## config.mk

```make
export PLATFORM = sky130hd
export DESIGN_NAME = mem_port_arbiter
export DESIGN_NICKNAME = d
export VERILOG_FILES = /design/src/rtl/mem_port_arbiter.sv
export SDC_FILE = /design/constraint.sdc
export NUM_CORES = 1
export LEC_CHECK = 0
export BUFFER_PORTS_ARGS = -buffer_cell sky130_fd_sc_hd__clkbuf_2
export CORE_UTILIZATION = 49
export CTS_BUF_LIST = sky130_fd_sc_hd__clkbuf_4
export CTS_CLUSTER_DIAMETER = 30
export DETAILED_ROUTE_END_ITERATION = 10
export GPL_TIMING_DRIVEN = 0
export PLACE_DENSITY = 0.79
export SKIP_LAST_GASP = 1
export SYNTH_ARGS = -nofsm -noshare
export SYNTH_HDL_FRONTEND = slang
export SYNTH_SLANG_ARGS = --single-unit
```

## constraint.sdc

```tcl
create_clock -name clk -period 2.77 [get_ports clk]
set_clock_uncertainty 0.1 [all_clocks]
set_input_delay 0.277 -clock clk [delete_from_list [all_inputs] [get_ports clk]]
set_output_delay 0.277 -clock clk [all_outputs]
set_load 0.05 [all_outputs]
```

## src/rtl/mem_port_arbiter.sv

```systemverilog
// rtl/mem_port_arbiter.sv - shared IF/LS memory port sequencer for the multi-cycle RV32 core
//
// Purpose: arbitrates instruction fetch (IF) and load/store (LS) requests onto a
// single req/gnt/rvalid memory bus, one outstanding transaction at a time, and
// converts the one-hot LS info code into byte enables, lane-replicated write
// data and extended load data.
//
// Optional feature: define MEM_ARB_RR_EN for round-robin IF/LS arbitration;
// undefined gives fixed LS-over-IF priority.
//
// Ports:
//   clk, rst_n                         clock, async active-low reset
//   if_req_i/if_addr_i                 fetch request (level) and word address
//   if_gnt_o/if_rvalid_o/if_rdata_o    fetch accept pulse, completion pulse, instruction
//   ls_req_i/ls_info_i/ls_addr_i/ls_wdata_i  LS request, one-hot op, byte address, store data
//   ls_gnt_o/ls_rvalid_o/ls_rdata_o/ls_err_o LS accept, completion, load data, misalign error
//   mem_req_o/mem_we_o/mem_addr_o/mem_be_o/mem_wdata_o  bus request side
//   mem_gnt_i/mem_rvalid_i/mem_rdata_i bus accept and response
module mem_port_arbiter #(
  parameter int ADDR_W = 32,
  parameter int DATA_W = 32
) (
  input  logic              clk,
  input  logic              rst_n,
  input  logic              if_req_i,
  input  logic [ADDR_W-1:0] if_addr_i,
  output logic              if_gnt_o,
  output logic              if_rvalid_o,
  output logic [DATA_W-1:0] if_rdata_o,
  input  logic              ls_req_i,
  input  logic [7:0]        ls_info_i,
  input  logic [ADDR_W-1:0] ls_addr_i,
  input  logic [DATA_W-1:0] ls_wdata_i,
  output logic              ls_gnt_o,
  output logic              ls_rvalid_o,
  output logic [DATA_W-1:0] ls_rdata_o,
  output logic              ls_err_o,
  output logic              mem_req_o,
  output logic              mem_we_o,
  output logic [ADDR_W-1:0] mem_addr_o,
  output logic [3:0]        mem_be_o,
  output logic [DATA_W-1:0] mem_wdata_o,
  input  logic              mem_gnt_i,
  input  logic              mem_rvalid_i,
  input  logic [DATA_W-1:0] mem_rdata_i
);

  typedef enum logic [1:0] {S_IDLE, S_ISSUE, S_WAIT, S_DONE} state_e;

  state_e              state_q, state_d;
  logic                owner_q, owner_d;   // 1 = LS owns the transaction
  logic [ADDR_W-1:0]   addr_q, addr_d;
  logic [7:0]          info_q, info_d;     // one-hot after priority reduction
  logic [DATA_W-1:0]   wdata_q, wdata_d;
  logic [DATA_W-1:0]   rdata_q, rdata_d;
  logic                err_q, err_d;

  logic                ls_valid;
  logic [7:0]          info_pri;
  logic                ls_misaligned;
  logic                grant_ls, grant_if;
  logic                is_b, is_h, is_st;
  logic [DATA_W-1:0]   shifted;

  // An LS request with an empty info code is not a request at all.
  assign ls_valid = ls_req_i && (ls_info_i != 8'h00);

  // Highest set info bit wins when several are set.
  always_comb begin
    info_pri = 8'h00;
    casez (ls_info_i)
      8'b1???????: info_pri = 8'b1000_0000;
      8'b01??????: info_pri = 8'b0100_0000;
      8'b001?????: info_pri = 8'b0010_0000;
      8'b0001????: info_pri = 8'b0001_0000;
      8'b00001???: info_pri = 8'b0000_1000;
      8'b000001??: info_pri = 8'b0000_0100;
      8'b0000001?: info_pri = 8'b0000_0010;
      8'b00000001: info_pri = 8'b0000_0001;
      default:     info_pri = 8'h00;
    endcase
  end

  assign ls_misaligned = ((info_pri[6] | info_pri[3] | info_pri[1]) && ls_addr_i[0]) ||
                         ((info_pri[5] | info_pri[0]) && (ls_addr_i[1:0] != 2'b00));

`ifdef MEM_ARB_RR_EN
  logic last_ls_q, last_ls_d;  // 1 = LS was granted last; reset means "IF last"
  assign grant_ls = (state_q == S_IDLE) && ls_valid && (!if_req_i || !last_ls_q);
  assign grant_if = (state_q == S_IDLE) && if_req_i && !grant_ls;
  always_comb begin
    last_ls_d = last_ls_q;
    if (grant_ls)      last_ls_d = 1'b1;
    else if (grant_if) last_ls_d = 1'b0;
  end
  always_ff @(posedge clk or negedge rst_n) begin
    if (!rst_n) last_ls_q <= 1'b0;
    else        last_ls_q <= last_ls_d;
  end
`else
  assign grant_ls = (state_q == S_IDLE) && ls_valid;
  assign grant_if = (state_q == S_IDLE) && if_req_i && !ls_valid;
`endif

  assign ls_gnt_o = grant_ls;
  assign if_gnt_o = grant_if;

  // Fetches latch info 0, so they decode as full-word reads.
  assign is_b    = info_q[7] | info_q[4] | info_q[2];
  assign is_h    = info_q[6] | info_q[3] | info_q[1];
  assign is_st   = info_q[2] | info_q[1] | info_q[0];
  assign shifted = mem_rdata_i >> {addr_q[1:0], 3'b000};

  always_comb begin
    state_d = state_q;
    owner_d = owner_q;
    addr_d  = addr_q;
    info_d  = info_q;
    wdata_d = wdata_q;
    rdata_d = rdata_q;
    err_d   = err_q;
    unique case (state_q)
      S_IDLE: begin
        if (grant_ls) begin
          owner_d = 1'b1;
          addr_d  = ls_addr_i;
          info_d  = info_pri;
          wdata_d = ls_wdata_i;
          rdata_d = '0;
          err_d   = ls_misaligned;
          state_d = ls_misaligned ? S_DONE : S_ISSUE;
        end else if (grant_if) begin
          owner_d = 1'b0;
          addr_d  = if_addr_i;
          info_d  = 8'h00;
          wdata_d = '0;
          rdata_d = '0;
          err_d   = 1'b0;
          state_d = S_ISSUE;
        end
      end
      S_ISSUE: if (mem_gnt_i) state_d = S_WAIT;
      S_WAIT: begin
        if (mem_rvalid_i) begin
          state_d = S_DONE;
          if (!owner_q)       rdata_d = mem_rdata_i;
          else if (info_q[7]) rdata_d = {{24{shifted[7]}}, shifted[7:0]};
          else if (info_q[6]) rdata_d = {{16{shifted[15]}}, shifted[15:0]};
          else if (info_q[5]) rdata_d = mem_rdata_i;
          else if (info_q[4]) rdata_d = {24'h0, shifted[7:0]};
          else if (info_q[3]) rdata_d = {16'h0, shifted[15:0]};
          else                rdata_d = '0;
        end
      end
      S_DONE:  state_d = S_IDLE;
      default: state_d = S_IDLE;
    endcase
  end

  always_ff @(posedge clk or negedge rst_n) begin
    if (!rst_n) begin
      state_q <= S_IDLE;
      owner_q <= 1'b0;
      addr_q  <= '0;
      info_q  <= '0;
      wdata_q <= '0;
      rdata_q <= '0;
      err_q   <= 1'b0;
    end else begin
      state_q <= state_d;
      owner_q <= owner_d;
      addr_q  <= addr_d;
      info_q  <= info_d;
      wdata_q <= wdata_d;
      rdata_q <= rdata_d;
      err_q   <= err_d;
    end
  end

  // Bus fields are only driven while requesting; they come straight from
  // latched state so they stay stable through an unbounded gnt stall.
  always_comb begin
    mem_req_o   = 1'b0;
    mem_we_o    = 1'b0;
    mem_addr_o  = '0;
    mem_be_o    = 4'b0000;
    mem_wdata_o = '0;
    if (state_q == S_ISSUE) begin
      mem_req_o  = 1'b1;
      mem_we_o   = is_st;
      mem_addr_o = {addr_q[ADDR_W-1:2], 2'b00};
      if (is_b) begin
        mem_be_o    = 4'b0001 << addr_q[1:0];
        mem_wdata_o = {4{wdata_q[7:0]}};
      end else if (is_h) begin
        mem_be_o    = addr_q[1] ? 4'b1100 : 4'b0011;
        mem_wdata_o = {2{wdata_q[15:0]}};
      end else begin
        mem_be_o    = 4'b1111;
        mem_wdata_o = wdata_q;
      end
    end
  end

  assign if_rvalid_o = (state_q == S_DONE) && !owner_q;
  assign if_rdata_o  = if_rvalid_o ? rdata_q : '0;
  assign ls_rvalid_o = (state_q == S_DONE) && owner_q;
  assign ls_err_o    = ls_rvalid_o && err_q;
  assign ls_rdata_o  = ls_rvalid_o ? rdata_q : '0;

endmodule

```

==> results.md <==
* Status: finished, final reports clean
* YS warnings at 0
* Pwr Density at 1040 nW/um^2
* Async set or reset register ratio after synthesis at 100%
* Detailed Route Iter0 Violations at 721
* Crit start category: register
* Number of global-route vias before repair at roughly 6900
* Cts bufs inserted at 9
* Tot GR Track Use at roughly 36%
* Initial DRT Pass Iterations at 5
* Worst Hold Path Cells at 3
* Boundary Pins at 281
* Worst Hold End: addr_q[1]$_DFFE_PN0P_
* Final Slew Violations at 0
* # diodes at 0
* Area Overhead vs Synth at 44.9%
* Clock Tree Root: clkbuf_4
* Initial Util at between 50% and 60%
* Fmax achieved at ~370 MHz
* Share of cells above drive strength 1 at between 30% and 40%
* Largest net degree at the start of global routing at ~110
* CTS tree: built
* Post-Route Setup TNS at 0 ns
* Core area at between 10000 and 15000 sq um
* WS Path Type: reg2out
* FF+latch count, synth at approximately 110
* Final ANT Viol Nets at 0
* Non-Filler Cell Area, Final at between 8000 and 9000 sq um
* CP Capture Type: output pin
* CTS H-tree depth at 3
* Worst Path Max Fanout at 10
* Post-synthesis cell area at a little over 6000 sq um
* Leak at 0.00452 uW
* RR Endpoint: rdata_q[13]$_DFFE_PN0P_
* Synth Flop Type: dfrtp_1
* Post-route clock period utilization at between 90% and 100%
* DR vias at approximately 7200
* Die ar. at 13000 sq um
* Critical path required time at roughly 2.4 ns
* Nets at approximately 1200
* Post-synthesis cell type count at 54
* Maxcap violations at 0
* Clk Latency, worst-skew pair at around 0.5 ns
* Final Hold Fails at 0
* Drt total wl at approximately 23000 um
* Worst slew pin tran at 1.27 ns
* Placed cell count at 1129
* Reg2reg path depth at 4
* Layout Cells excl Fill at 1236
* Syn_area_per_cell at between 9 and 10 sq um
* First-pass GRT wire length at between 30000 and 40000 um
* Final setup violating endpoints at 0
* VDD IR max at slightly below 0.7 mV
* Via-to-Cell Ratio at 5.79
* Slew headroom at 14.1%
* Hold_sp: if_addr_i[1]
* Sink Count at about 110
* Initial antenna violation count at 0
* Reg2reg start: addr_q[1]$_DFFE_PN0P_
* Post-synth EDFFs at 0
* Post-route minimum period at approximately 2.7 ns
* Fin worst setup slack at between 0.08 and 0.09 ns
* R2R setup slack at approximately 0.34 ns
* Post-DP HPWL at 15400 um
* Port buffer count at about 280
* Die span in y at 114 um
* Sequential share of the synthesized area at roughly 44%
* Wire length per cell at 18.6 um
* Fin util at between 70% and 80%
* RSZ-0062 raised after global routing: false
* CTS max path bufs at 2
* Die width at about 110 um
* Mapped Cells at slightly below 700
* Setup WS pre-CTS at -0.0315 ns
* Clk slew on worst S/H paths at 0.16 ns
* Filler Cell Count at between 900 and 1000
* Post-place instance area at slightly below 8000 sq um
* Hold crit path type: in2reg
* Row count at 40
* Overflow after GRT at 0
* Drt drc at 0
* Routability cong. at roughly 0.93
* CP arrival at 2.31 ns
==> worst max-delay path: stages, from the launching register on <==
cell and delay, ns:
dfrtp_1 0.45, inv_1 0.10, ha_1 0.20, inv_1 0.11, clkbuf_2 0.21, clkbuf_2 0.24, a21oi_1 0.20, clkbuf_2 0.31
==> cell families (layout without fill, tap and decap cells) <==
kind of cell | Yosys count | count (layout) | synth area share (%)
muxes | 23 | 23 | 4.24
DFF | 108 | 108 | 43.8
AOI/OAI and AO/OA | 228 | 228 | 25.1
buffers and inverters | 69 | 454 | 5.08
adders and majority gates | 4 | 4 | 0.812
other | 1 | 2 | 0.0608
and+or+nand+nor | 249 | 249 | 20.8
==> layout by cell type (no fill, tap or decap), drive strengths merged, types with 2 or more instances in the layout <==
cell type    Yosys  layout
nand2b           3       3
a21oi           55      55
dfrtp          108     108
nand3            3       3
o21ai           47      47
nor2            37      37
and3            35      35
clkinv           0       4
mux2i            7       7
nand2           77      77
dlygate4sd3      0      94
mux2            15      15
and2            73      73
nor4             2       2
clkbuf          41     319
o22ai           26      26
or4              2       2
o211ai           2       2
a221oi           7       7
a22o            48      48
o21a             3       3
a32o             2       2
a31oi            3       3
nand3b           2       2
o31ai            2       2
buf             22      28
a22oi           10      10
ha               4       4
nor2b            5       5
inv              6       7
conb             1       2
nor3             6       6
a32oi           16      16
==> report_power, final <==
group	leakage [uW]	internal, uW	switching [uW]
clock network	0.0000759	273	540
logic	0.00309	1830	3970
registers	0.00136	2220	496
==> final cells by class <==
cell class	instances	area, sq um	share of cell area, %
tap	168	210	2.35
clock inverter	7	66.3	0.743
timing repair buffer	373	2380	26.6
clock buffer	9	67.6	0.757
sequential	108	2700	30.3
inverter	6	22.5	0.252
multi-input combinational	506	3190	35.7
buffer	59	297	3.32
==> routing by layer <==
metal | vias up | track usage (%) | wire, um
met5 | - | 0 | 0
li1 | 3228 | - | -
met1 | 3326 | 42.6 | 8640
met4 | 0 | 23.2 | 1320
met3 | 102 | 6.46 | 1970
met2 | 500 | 58.7 | 11100
==> worst max-delay path by stage <==
stage / endpoint / cells past startpoint / start
floorplan: mem_wdata_o[16] / 6 / info_q[6]$_DFFE_PN0P_
global placement: addr_q[6]$_DFFE_PN0P_ / 1 / rst_n
detailed placement: mem_wdata_o[23] / 7 / info_q[6]$_DFFE_PN0P_
CTS: mem_be_o[2] / 7 / info_q[7]$_DFFE_PN0P_
global route: mem_wdata_o[18] / 7 / state_q[1]$_DFFE_PN0P_
finish: mem_wdata_o[18] / 7 / state_q[1]$_DFFE_PN0P_
==> stage by stage <==
step	hold slack [ns]	total power, uW
CTS	0.000675	9120
detailed placement	0.345	8160
floorplan	-0.119	6690
global route	0.00934	9870
finish	0.00235	9320
global placement	0.356	8060
==> what timing repair did <==
| action | in CTS | in global routing |
|---|---|---|
| gates cloned | 0 | 0 |
| setup buffers | 1 | 0 |
| gates resized for setup | 15 | 42 |
| setup endpoints to repair | 74 | 79 |
| hold buffers | 94 | 0 |
| hold endpoints to repair | 188 | 0 |
| pin swaps | 1 | 0 |
==> sequential cells by signal (all words and copies together), names as in the netlist <==
name	flops
addr_q	32
err_q	1
info_q	8
owner_q	1
rdata_q	32
state_q	2
wdata_q	32
==> synthesized netlist by cell type (all sizes together) (2+ instances only) <==
master | instances | area, sq um
ha | 4 | 50.1
a22o | 48 | 420
nor4 | 2 | 12.5
a22oi | 10 | 75.1
a32o | 2 | 20.0
inv | 6 | 22.5
or4 | 2 | 18.8
dfrtp | 108 | 2700
o21a | 3 | 22.5
a21oi | 55 | 275
a31oi | 3 | 25.0
nor2b | 5 | 31.3
a32oi | 16 | 140
and3 | 35 | 219
nand3 | 3 | 15.0
nand2b | 3 | 18.8
o31ai | 2 | 15.0
o22ai | 26 | 163
o211ai | 2 | 15.0
clkbuf | 41 | 158
o21ai | 47 | 239
nor3 | 6 | 35.0
mux2 | 15 | 169
nand2 | 77 | 292
and2 | 73 | 457
nand3b | 2 | 15.0
mux2i | 7 | 70.1
nor2 | 37 | 139
buf | 22 | 133
a221oi | 7 | 61.3
(Power assumes the default switching activity.)
